**src/rtl/module_multicycle_controller.sv**
```systemverilog
`default_nettype none
// ============================================================================
// Module  : module_multicycle_controller
// Brief   : Moore control FSM for a multicycle RV32I-subset datapath.
// Revision: 1.0 - initial release
// ============================================================================
module module_multicycle_controller #(
    parameter logic MEM_WAIT      = 1'b1,
    parameter logic EN_BRANCH_EXT = 1'b1,
    parameter logic EN_UPPER      = 1'b1
) (
    input  logic       clk_i,
    input  logic       rst_n_i,
    input  logic [6:0] op_i,
    input  logic [2:0] funct3_i,
    input  logic       funct7b5_i,
    input  logic       zero_i,
    input  logic       lt_i,
    input  logic       ltu_i,
    input  logic       mem_ready_i,
    output logic       pc_write_o,
    output logic       adr_src_o,
    output logic       mem_read_o,
    output logic       mem_write_o,
    output logic       ir_write_o,
    output logic       reg_write_o,
    output logic [1:0] result_src_o,
    output logic [1:0] alu_src_a_o,
    output logic [1:0] alu_src_b_o,
    output logic [2:0] imm_src_o,
    output logic [3:0] alu_control_o,
    output logic       illegal_o,
    output logic [3:0] state_o
);

    localparam logic [6:0] c_OP_LW    = 7'b0000011;
    localparam logic [6:0] c_OP_SW    = 7'b0100011;
    localparam logic [6:0] c_OP_R     = 7'b0110011;
    localparam logic [6:0] c_OP_I     = 7'b0010011;
    localparam logic [6:0] c_OP_BR    = 7'b1100011;
    localparam logic [6:0] c_OP_JAL   = 7'b1101111;
    localparam logic [6:0] c_OP_LUI   = 7'b0110111;
    localparam logic [6:0] c_OP_AUIPC = 7'b0010111;

    typedef enum logic [3:0] {
        S_FETCH    = 4'd0,
        S_DECODE   = 4'd1,
        S_MEMADR   = 4'd2,
        S_MEMREAD  = 4'd3,
        S_MEMWB    = 4'd4,
        S_MEMWRITE = 4'd5,
        S_EXECR    = 4'd6,
        S_EXECI    = 4'd7,
        S_ALUWB    = 4'd8,
        S_BRANCH   = 4'd9,
        S_JAL      = 4'd10,
        S_UPPER    = 4'd11,
        S_ILLEGAL  = 4'd15
    } state_t;

    state_t     r_state;
    state_t     w_next;
    logic       w_ready;
    logic       w_branch_ok;
    logic       w_taken;
    logic [3:0] w_exec_alu;
    logic       w_pc_write, w_adr_src, w_mem_read, w_mem_write, w_ir_write, w_reg_write;
    logic [1:0] w_result_src, w_src_a, w_src_b;
    logic [3:0] w_alu;

    assign w_ready     = MEM_WAIT ? mem_ready_i : 1'b1;
    assign w_branch_ok = (funct3_i[2:1] != 2'b01) && (EN_BRANCH_EXT || !funct3_i[2]);

    always_comb begin
        w_taken = 1'b0;
        case (funct3_i)
            3'b000:  w_taken = zero_i;
            3'b001:  w_taken = !zero_i;
            3'b100:  w_taken = lt_i;
            3'b101:  w_taken = !lt_i;
            3'b110:  w_taken = ltu_i;
            3'b111:  w_taken = !ltu_i;
            default: w_taken = 1'b0;
        endcase
    end

    // Subtract only exists in the register form; the I form reuses bit 30 as immediate.
    always_comb begin
        w_exec_alu = 4'b0000;
        case (funct3_i)
            3'b000:  w_exec_alu = (r_state == S_EXECR && funct7b5_i) ? 4'b0001 : 4'b0000;
            3'b001:  w_exec_alu = 4'b0111;
            3'b010:  w_exec_alu = 4'b0101;
            3'b011:  w_exec_alu = 4'b0110;
            3'b100:  w_exec_alu = 4'b0100;
            3'b101:  w_exec_alu = funct7b5_i ? 4'b1001 : 4'b1000;
            3'b110:  w_exec_alu = 4'b0011;
            default: w_exec_alu = 4'b0010;
        endcase
    end

    always_ff @(posedge clk_i or negedge rst_n_i) begin
        if (!rst_n_i) begin
            r_state <= S_FETCH;
        end else begin
            r_state <= w_next;
        end
    end

    always_comb begin
        w_next       = r_state;
        w_pc_write   = 1'b0;
        w_adr_src    = 1'b0;
        w_mem_read   = 1'b0;
        w_mem_write  = 1'b0;
        w_ir_write   = 1'b0;
        w_reg_write  = 1'b0;
        w_result_src = 2'b00;
        w_src_a      = 2'b00;
        w_src_b      = 2'b00;
        w_alu        = 4'b0000;
        case (r_state)
            S_FETCH: begin
                w_mem_read   = 1'b1;
                w_src_b      = 2'b10;
                w_result_src = 2'b10;
                w_ir_write   = w_ready;
                w_pc_write   = w_ready;
                if (w_ready) w_next = S_DECODE;
            end
            S_DECODE: begin
                w_src_a = 2'b01;
                w_src_b = 2'b01;
                case (op_i)
                    c_OP_LW, c_OP_SW:     w_next = S_MEMADR;
                    c_OP_R:               w_next = S_EXECR;
                    c_OP_I:               w_next = S_EXECI;
                    c_OP_BR:              w_next = w_branch_ok ? S_BRANCH : S_ILLEGAL;
                    c_OP_JAL:             w_next = S_JAL;
                    c_OP_LUI, c_OP_AUIPC: w_next = EN_UPPER ? S_UPPER : S_ILLEGAL;
                    default:              w_next = S_ILLEGAL;
                endcase
            end
            S_MEMADR: begin
                w_src_a = 2'b10;
                w_src_b = 2'b01;
                w_next  = op_i[5] ? S_MEMWRITE : S_MEMREAD;
            end
            S_MEMREAD: begin
                w_adr_src  = 1'b1;
                w_mem_read = 1'b1;
                if (w_ready) w_next = S_MEMWB;
            end
            S_MEMWB: begin
                w_result_src = 2'b01;
                w_reg_write  = 1'b1;
                w_next       = S_FETCH;
            end
            S_MEMWRITE: begin
                w_adr_src   = 1'b1;
                w_mem_write = 1'b1;
                if (w_ready) w_next = S_FETCH;
            end
            S_EXECR: begin
                w_src_a = 2'b10;
                w_alu   = w_exec_alu;
                w_next  = S_ALUWB;
            end
            S_EXECI: begin
                w_src_a = 2'b10;
                w_src_b = 2'b01;
                w_alu   = w_exec_alu;
                w_next  = S_ALUWB;
            end
            S_ALUWB: begin
                w_reg_write = 1'b1;
                w_next      = S_FETCH;
            end
            S_BRANCH: begin
                w_src_a    = 2'b10;
                w_alu      = 4'b0001;
                w_pc_write = w_taken;
                w_next     = S_FETCH;
            end
            S_JAL: begin
                w_src_a    = 2'b01;
                w_src_b    = 2'b10;
                w_pc_write = 1'b1;
                w_next     = S_ALUWB;
            end
            S_UPPER: begin
                w_src_a = op_i[5] ? 2'b11 : 2'b01;
                w_src_b = 2'b01;
                w_next  = S_ALUWB;
            end
            S_ILLEGAL: w_next = S_ILLEGAL;
            default:   w_next = S_ILLEGAL;
        endcase
    end

    always_comb begin
        imm_src_o = 3'b000;
        case (op_i)
            c_OP_SW:              imm_src_o = 3'b001;
            c_OP_BR:              imm_src_o = 3'b010;
            c_OP_JAL:             imm_src_o = 3'b011;
            c_OP_LUI, c_OP_AUIPC: imm_src_o = 3'b100;
            default:              imm_src_o = 3'b000;
        endcase
    end

    // Enables are gated by the reset pin so they drop the instant reset asserts.
    assign pc_write_o    = w_pc_write  & rst_n_i;
    assign ir_write_o    = w_ir_write  & rst_n_i;
    assign mem_read_o    = w_mem_read  & rst_n_i;
    assign mem_write_o   = w_mem_write & rst_n_i;
    assign reg_write_o   = w_reg_write & rst_n_i;
    assign adr_src_o     = w_adr_src;
    assign result_src_o  = w_result_src;
    assign alu_src_a_o   = w_src_a;
    assign alu_src_b_o   = w_src_b;
    assign alu_control_o = w_alu;
    assign illegal_o     = (r_state == S_ILLEGAL) & rst_n_i;
    assign state_o       = r_state;

endmodule
`default_nettype wire

```
**config.mk**
```make
export PLATFORM = sky130hd
export DESIGN_NAME = module_multicycle_controller
export DESIGN_NICKNAME = d
export VERILOG_FILES = /design/src/rtl/module_multicycle_controller.sv
export SDC_FILE = /design/constraint.sdc
export NUM_CORES = 1
export LEC_CHECK = 0
export ABC_CLOCK_PERIOD_IN_PS = 3600
export CORE_MARGIN = 1
export CORE_UTILIZATION = 30
export CTS_BUF_LIST = sky130_fd_sc_hd__clkbuf_8
export CTS_CLUSTER_SIZE = 8
export DETAILED_ROUTE_END_ITERATION = 10
export DONT_BUFFER_PORTS = 1
export HOLD_SLACK_MARGIN = 0.1
export SYNTH_ARGS = -nofsm -noshare
export SYNTH_HDL_FRONTEND = slang
export SYNTH_SLANG_ARGS = --single-unit
```
**constraint.sdc**
```tcl
create_clock -name clk_i -period 3.6 [get_ports clk_i]
set_clock_uncertainty 0.2 [all_clocks]
set_input_delay 0.36 -clock clk_i [delete_from_list [all_inputs] [get_ports clk_i]]
set_output_delay 0.36 -clock clk_i [all_outputs]
set_load 0.02 [all_outputs]
```
==> Word-level counts from Yosys, hierarchy flattened <==
Cells that the tools add are included.
{ "totals": {"n_memories": 0, "latch_bits": 0, "ff_bits": 4, "mem_bits_rw": 0, "romBits": 0, "out_inout_bits": 24, "inputBits": 17, "elab_cells": 80} }
{ "classes": {"bitwise": 6, "eq_ne": 31, "reduce_logical": 19, "mux": 23, "n_div": 0, "n_lt_le_gt_ge": 0, "n_shift": 0, "addsub": 0, "multipliers": 0} }
{ "op_table": {"columns": ["op", "count"], "rows": [
  ["case mux 4 bit (7 select lines)", 2],
  ["case mux 4 bit (6 select lines)", 1],
  ["equality test 7 x 6 -> 1 bit, second input constant", 3],
  ["equality test 4 bit, second input constant", 5],
  ["equality test 4 x 3 -> 1 bit, second input constant", 4],
  ["OR reduction 2 bit", 8],
  ["equality test 7 x 5 -> 1 bit, second input constant", 2],
  ["equality test 7 bit, second input constant", 2],
  ["equality test 3 bit, second input constant", 4],
  ["2-to-1 mux 4 bit", 3],
  ["case mux 3 bit (4 select lines)", 1],
  ["OR reduction 4 bit", 3],
  ["equality test 4 x 2 -> 1 bit, second input constant", 2],
  ["case mux 2 bit (2 select lines)", 2],
  ["case mux 4 bit (2 select lines)", 1],
  ["equality test 7 x 2 -> 1 bit, second input constant", 1],
  ["2-to-1 mux 1 bit", 7],
  ["bitwise AND 1 bit", 6],
  ["equality test 3 x 2 -> 1 bit, second input constant", 2],
  ["2-to-1 mux 3 bit", 2],
  ["!= test 2 bit, second input constant", 3],
  ["case mux 1 bit (6 select lines)", 1],
  ["case mux 2 bit (3 select lines)", 1],
  ["equality test 4 x 1 -> 1 bit, second input constant", 1],
  ["10 further kinds", 12]
]} }

==> Longest topological paths before layout <==
{ "logic_depth": {"word_depth": 5, "depth_mapped": 5, "ltp_nobuf": 4} }

==> Worst setup path before layout <==
OpenSTA, ideal clock, no wires.
{ "synth_timing": {"kind": "input to output", "from": "in op_i[3]", "to": "out imm_src_o[0]", "path_stages": 3, "slack_ns": 1.580, "required_time_ns": 3.040, "path_buffers": 1, "arrival_ns": 1.460, "cell_sequence": "buf_6 > or3_1 > a2111oi_2"} }
{ "synth_between": {"elab_chain_cells": 3, "word_cells_on_any_way": 7, "classes_between": "eq/ne (5); mux (1); reduce/logical (1)"} }
{ "synth_rtl": {"columns": ["item", "line", "text"], "rows": [
  ["start: declaration", "14", "input logic [6:0] op_i,"],
  ["equality test 7 x 6 -> 1 bit or equality test 7 x 5 -> 1 bit (tied branches)", "203", "case (op_i)"],
  ["OR reduction 2 bit", "203", null],
  ["case mux 3 bit (4 select lines) *", "203", null],
  ["end: declaration", "30", "output logic [2:0] imm_src_o,"]
]} }
Every way passes the cells marked *; elsewhere a longest branch is shown, timed or not.

==> Final worst setup path <==
{ "layout_timing": {"from": "reg r_state[1] (netlist: state_o[1])", "to": "out alu_src_b_o[0]"} }
{ "layout_between": {"elab_chain_cells": 3, "word_cells_on_any_way": 9, "classes_between": "eq/ne (5); mux (1); reduce/logical (3)"} }
{ "layout_rtl": {"columns": ["item", "line", "text"], "rows": [
  ["start: declaration", "61", "state_t r_state;"],
  ["start signal: assignment", "106", "r_state <= w_next;"],
  ["equality test 4 x 1 -> 1 bit (tied with other cells)", "122", "case (r_state)"],
  ["OR reduction 4 bit (no source line) or OR reduction 2 bit (tied branches)", null, null],
  ["case mux 2 bit (2 select lines) *", "122", null],
  ["end: declaration", "29", "output logic [1:0] alu_src_b_o,"]
]} }
Marked as above.

==> out/metrics.cfg <==
[clocking]
cts_resized = 0
cts_made_buffers = 3
cts_tree = built
insertion_delay_ns = 0.22
path_clk_slew_ns = 0.03
cts_num_sinks = 4
h-tree-depth = 1
cts_buffer_depth = 2
ctsRootBufferMaster = clkbuf_8
postCtsSetupRepairBufs = 0

[drt]
final_antenna_net_count = 0
vias = 879
drt_iter0_drc = 18
routed-wl-met3_um = 202
wl_met2_um = 944
highest_layer = met4
wire_per_inst_um = 14.72
drc_errors = 0
vias_per_cell = 6.021
wirelength_um = 2149
drt_pass1_iterations = 4
met1_length_um = 972

[floorplan]
dieArea_um2 = 2984
ios = 41
start_util_pct = 32.65
rows = 18
core_area_um2 = 2545
die_h_um = 54.63
die_w_um = 54.63

[cells_and_area]
drive_above_1_share_pct = 10.34
nNetsFinal = 135
finalNonFillerCells = 146
fillerInstances = 270
antennaDiodeCount = 0
largest_reg_flops = 4
area_growth_pct = 3.464

[synthesis]
synth-edff-count = 0
netlist_instances = 120
netlist.area_leader.share_pct = 12.05
ys_top_cells_by_area = dfrtp_1 12%, nand2_1 6.8%, nor2_1 6.3%
yosys_warnings = 0
yosysTopAreaCell = dfrtp_1
synthFlopType = dfrtp_1
synthMostInstantiatedCell = nand2_1
ys_async_sr_fraction_pct = 100.0
netlist_area_um2 = 830.8
synthTopCellsByCount = 15 x nand2_1, 14 x nor2_1, 10 x a21oi_1
synth_nets = 137
yosysSeqAreaShare_pct = 12.05
synth_seq_cells = 4
synth_area_per_cell_um2 = 6.923
yosysUniqueCellTypes = 46

[sta]
period_minus_slack_ns = 2.430
finalSetupTns_ns = 0
maxSlewViolCount = 0
setup_violations = 0
timing.final.crit_share_pct = 67.49
grt_setup_unrepaired = false
hold_viol_final = 0
tightest_slew_ns = 0.8748
fmax_ghz = 0.4116
slew_headroom_pct = 41.14

[power]
p_leak_uw = 0.0003133
power_switching_uw = 395.6
power_uw = 677.0
switching_share_pct = 58.44
seqPwrFrac_pct = 27.0
clock_power_share_pct = 13.8
comb_power_share_pct = 59.2
pwr_density_cell_nw_per_um2 = 787.7
ir_drop_mv = 0.3230
p_int_uw = 281.4

[global_route]
antenna_found_initial = 0
grt_pass1_wl_um = 3277
grt_pass1_vias = 781
grt_start_max_net_pins = 18
grt.total_usage_pct = 15.49
overflow = 0

[critical_path]
crit_chain = nand2_1 > mux2_2 > o22ai_1
crit_type = reg -> out
slowest_stage = dfrtp_1
endpoint_kind = primary output
arrival_ns = 1.87
crit_required_ns = 3.04
slowest_delay_ns = 0.75
start_kind = register
cp_max_fo = 16

[placement]
dp_cells = 142
hpwl_um = 1670
portBuffers = 0
gp_congestion = 0.7523

[min_path]
hold_path.class = in -> reg

[run]
cap_violations = 0

[outcome]
outcome = finished, final reports clean

area by class of cell:
type | count | area, um2 | area share (%)
clock buffers | 3 | 41.29 | 4.803
inverters | 5 | 18.77 | 2.183
multi-input cells | 103 | 651.9 | 75.84
well taps | 30 | 37.54 | 4.367
flip-flops and latches | 4 | 100.1 | 11.64
repair buffers | 1 | 10.01 | 1.164
worst max-delay path, delay by kind of cell (launching register included):
kind	cells	cell delay, ns
DFF	1	0.75
and+or+nand+nor	1	0.19
muxes	1	0.31
AOI/OAI and AO/OA	1	0.40
power groups by stage:
stage	registers [uW]	clock network [uW]	logic [uW]
after floorplan	126	0	415
after global placement	181	0	397
after detailed placement	183	0	400
after CTS	183	95.9	404
after global routing	197	100	448
final	183	93.4	401
path summary, 6_finish.rpt:
path | from | endpoint | slack [ns] | depth (start not counted)
setup / recovery | state_o[1] | alu_src_b_o[0] | 1.17 | 3
max in group asynchronous | rst_n_i | state_o[1] | 2.80 | 1
hold reg to reg | state_o[2] | state_o[1] | 0.72 | 2
setup reg to reg | state_o[0] | state_o[2] | 1.72 | 4
hold / removal | op_i[6] | state_o[3] | 0.12 | 2
min in group asynchronous | rst_n_i | state_o[0] | 0.23 | 1
cell usage in the layout (no fill, tap or decap), types with 2 or more instances in the layout:
cell	netlist	final
inv_1	4	4
o21ai_1	4	4
nor3b_2	2	2
clkbuf_8	0	3
o22ai_1	3	3
xnor2_1	3	3
or3_1	3	3
nand2b_1	5	5
o21ai_0	3	3
nand3_1	2	2
xor2_1	3	3
nand2_1	15	15
nor2_1	14	14
nor3_1	5	5
dfrtp_1	4	4
nor3b_1	2	2
a21oi_1	10	10
nor2b_1	5	5
kinds of logic after synthesis:
family | Yosys count | share of synthesized area, %
simple gates | 61 | 41.42
compound gates | 34 | 28.17
buf+inv | 13 | 9.486
xor+xnor | 6 | 6.326
flops | 4 | 12.05
mux | 2 | 2.560
metrics by stage:
| stage | hold slack [ns] | utilization (%) | area [um2] | worst slack, ns |
|---|---|---|---|---|
| 3_5_place_dp | -0.1354 | 31.76 | 808.3 | 1.391 |
| 5_1_grt | 0.1350 | 33.78 | 859.6 | 1.067 |
| 6_report | 0.1207 | 33.78 | 859.6 | 1.170 |
| 2_1_floorplan | -0.1356 | - | 830.8 | 1.580 |
| 3_3_place_gp | -0.1354 | 31.76 | 808.3 | 1.453 |
| 4_1_cts | 0.1277 | 33.78 | 859.6 | 1.158 |
metal layers:
layer | track usage (%) | vias up
met5 | 0 | -
met4 | 8.974 | 0
met3 | 3.889 | 4
met2 | 24.50 | 48
met1 | 18.69 | 398
li1 | - | 429
timing repair:
item | in CTS | in global routing
hold buffers | 1 | 0
endpoints found under the setup margin | 0 | 0
endpoints found under the hold margin | 4 | 0
No activity file was read; power rests on OpenSTA's default activity.
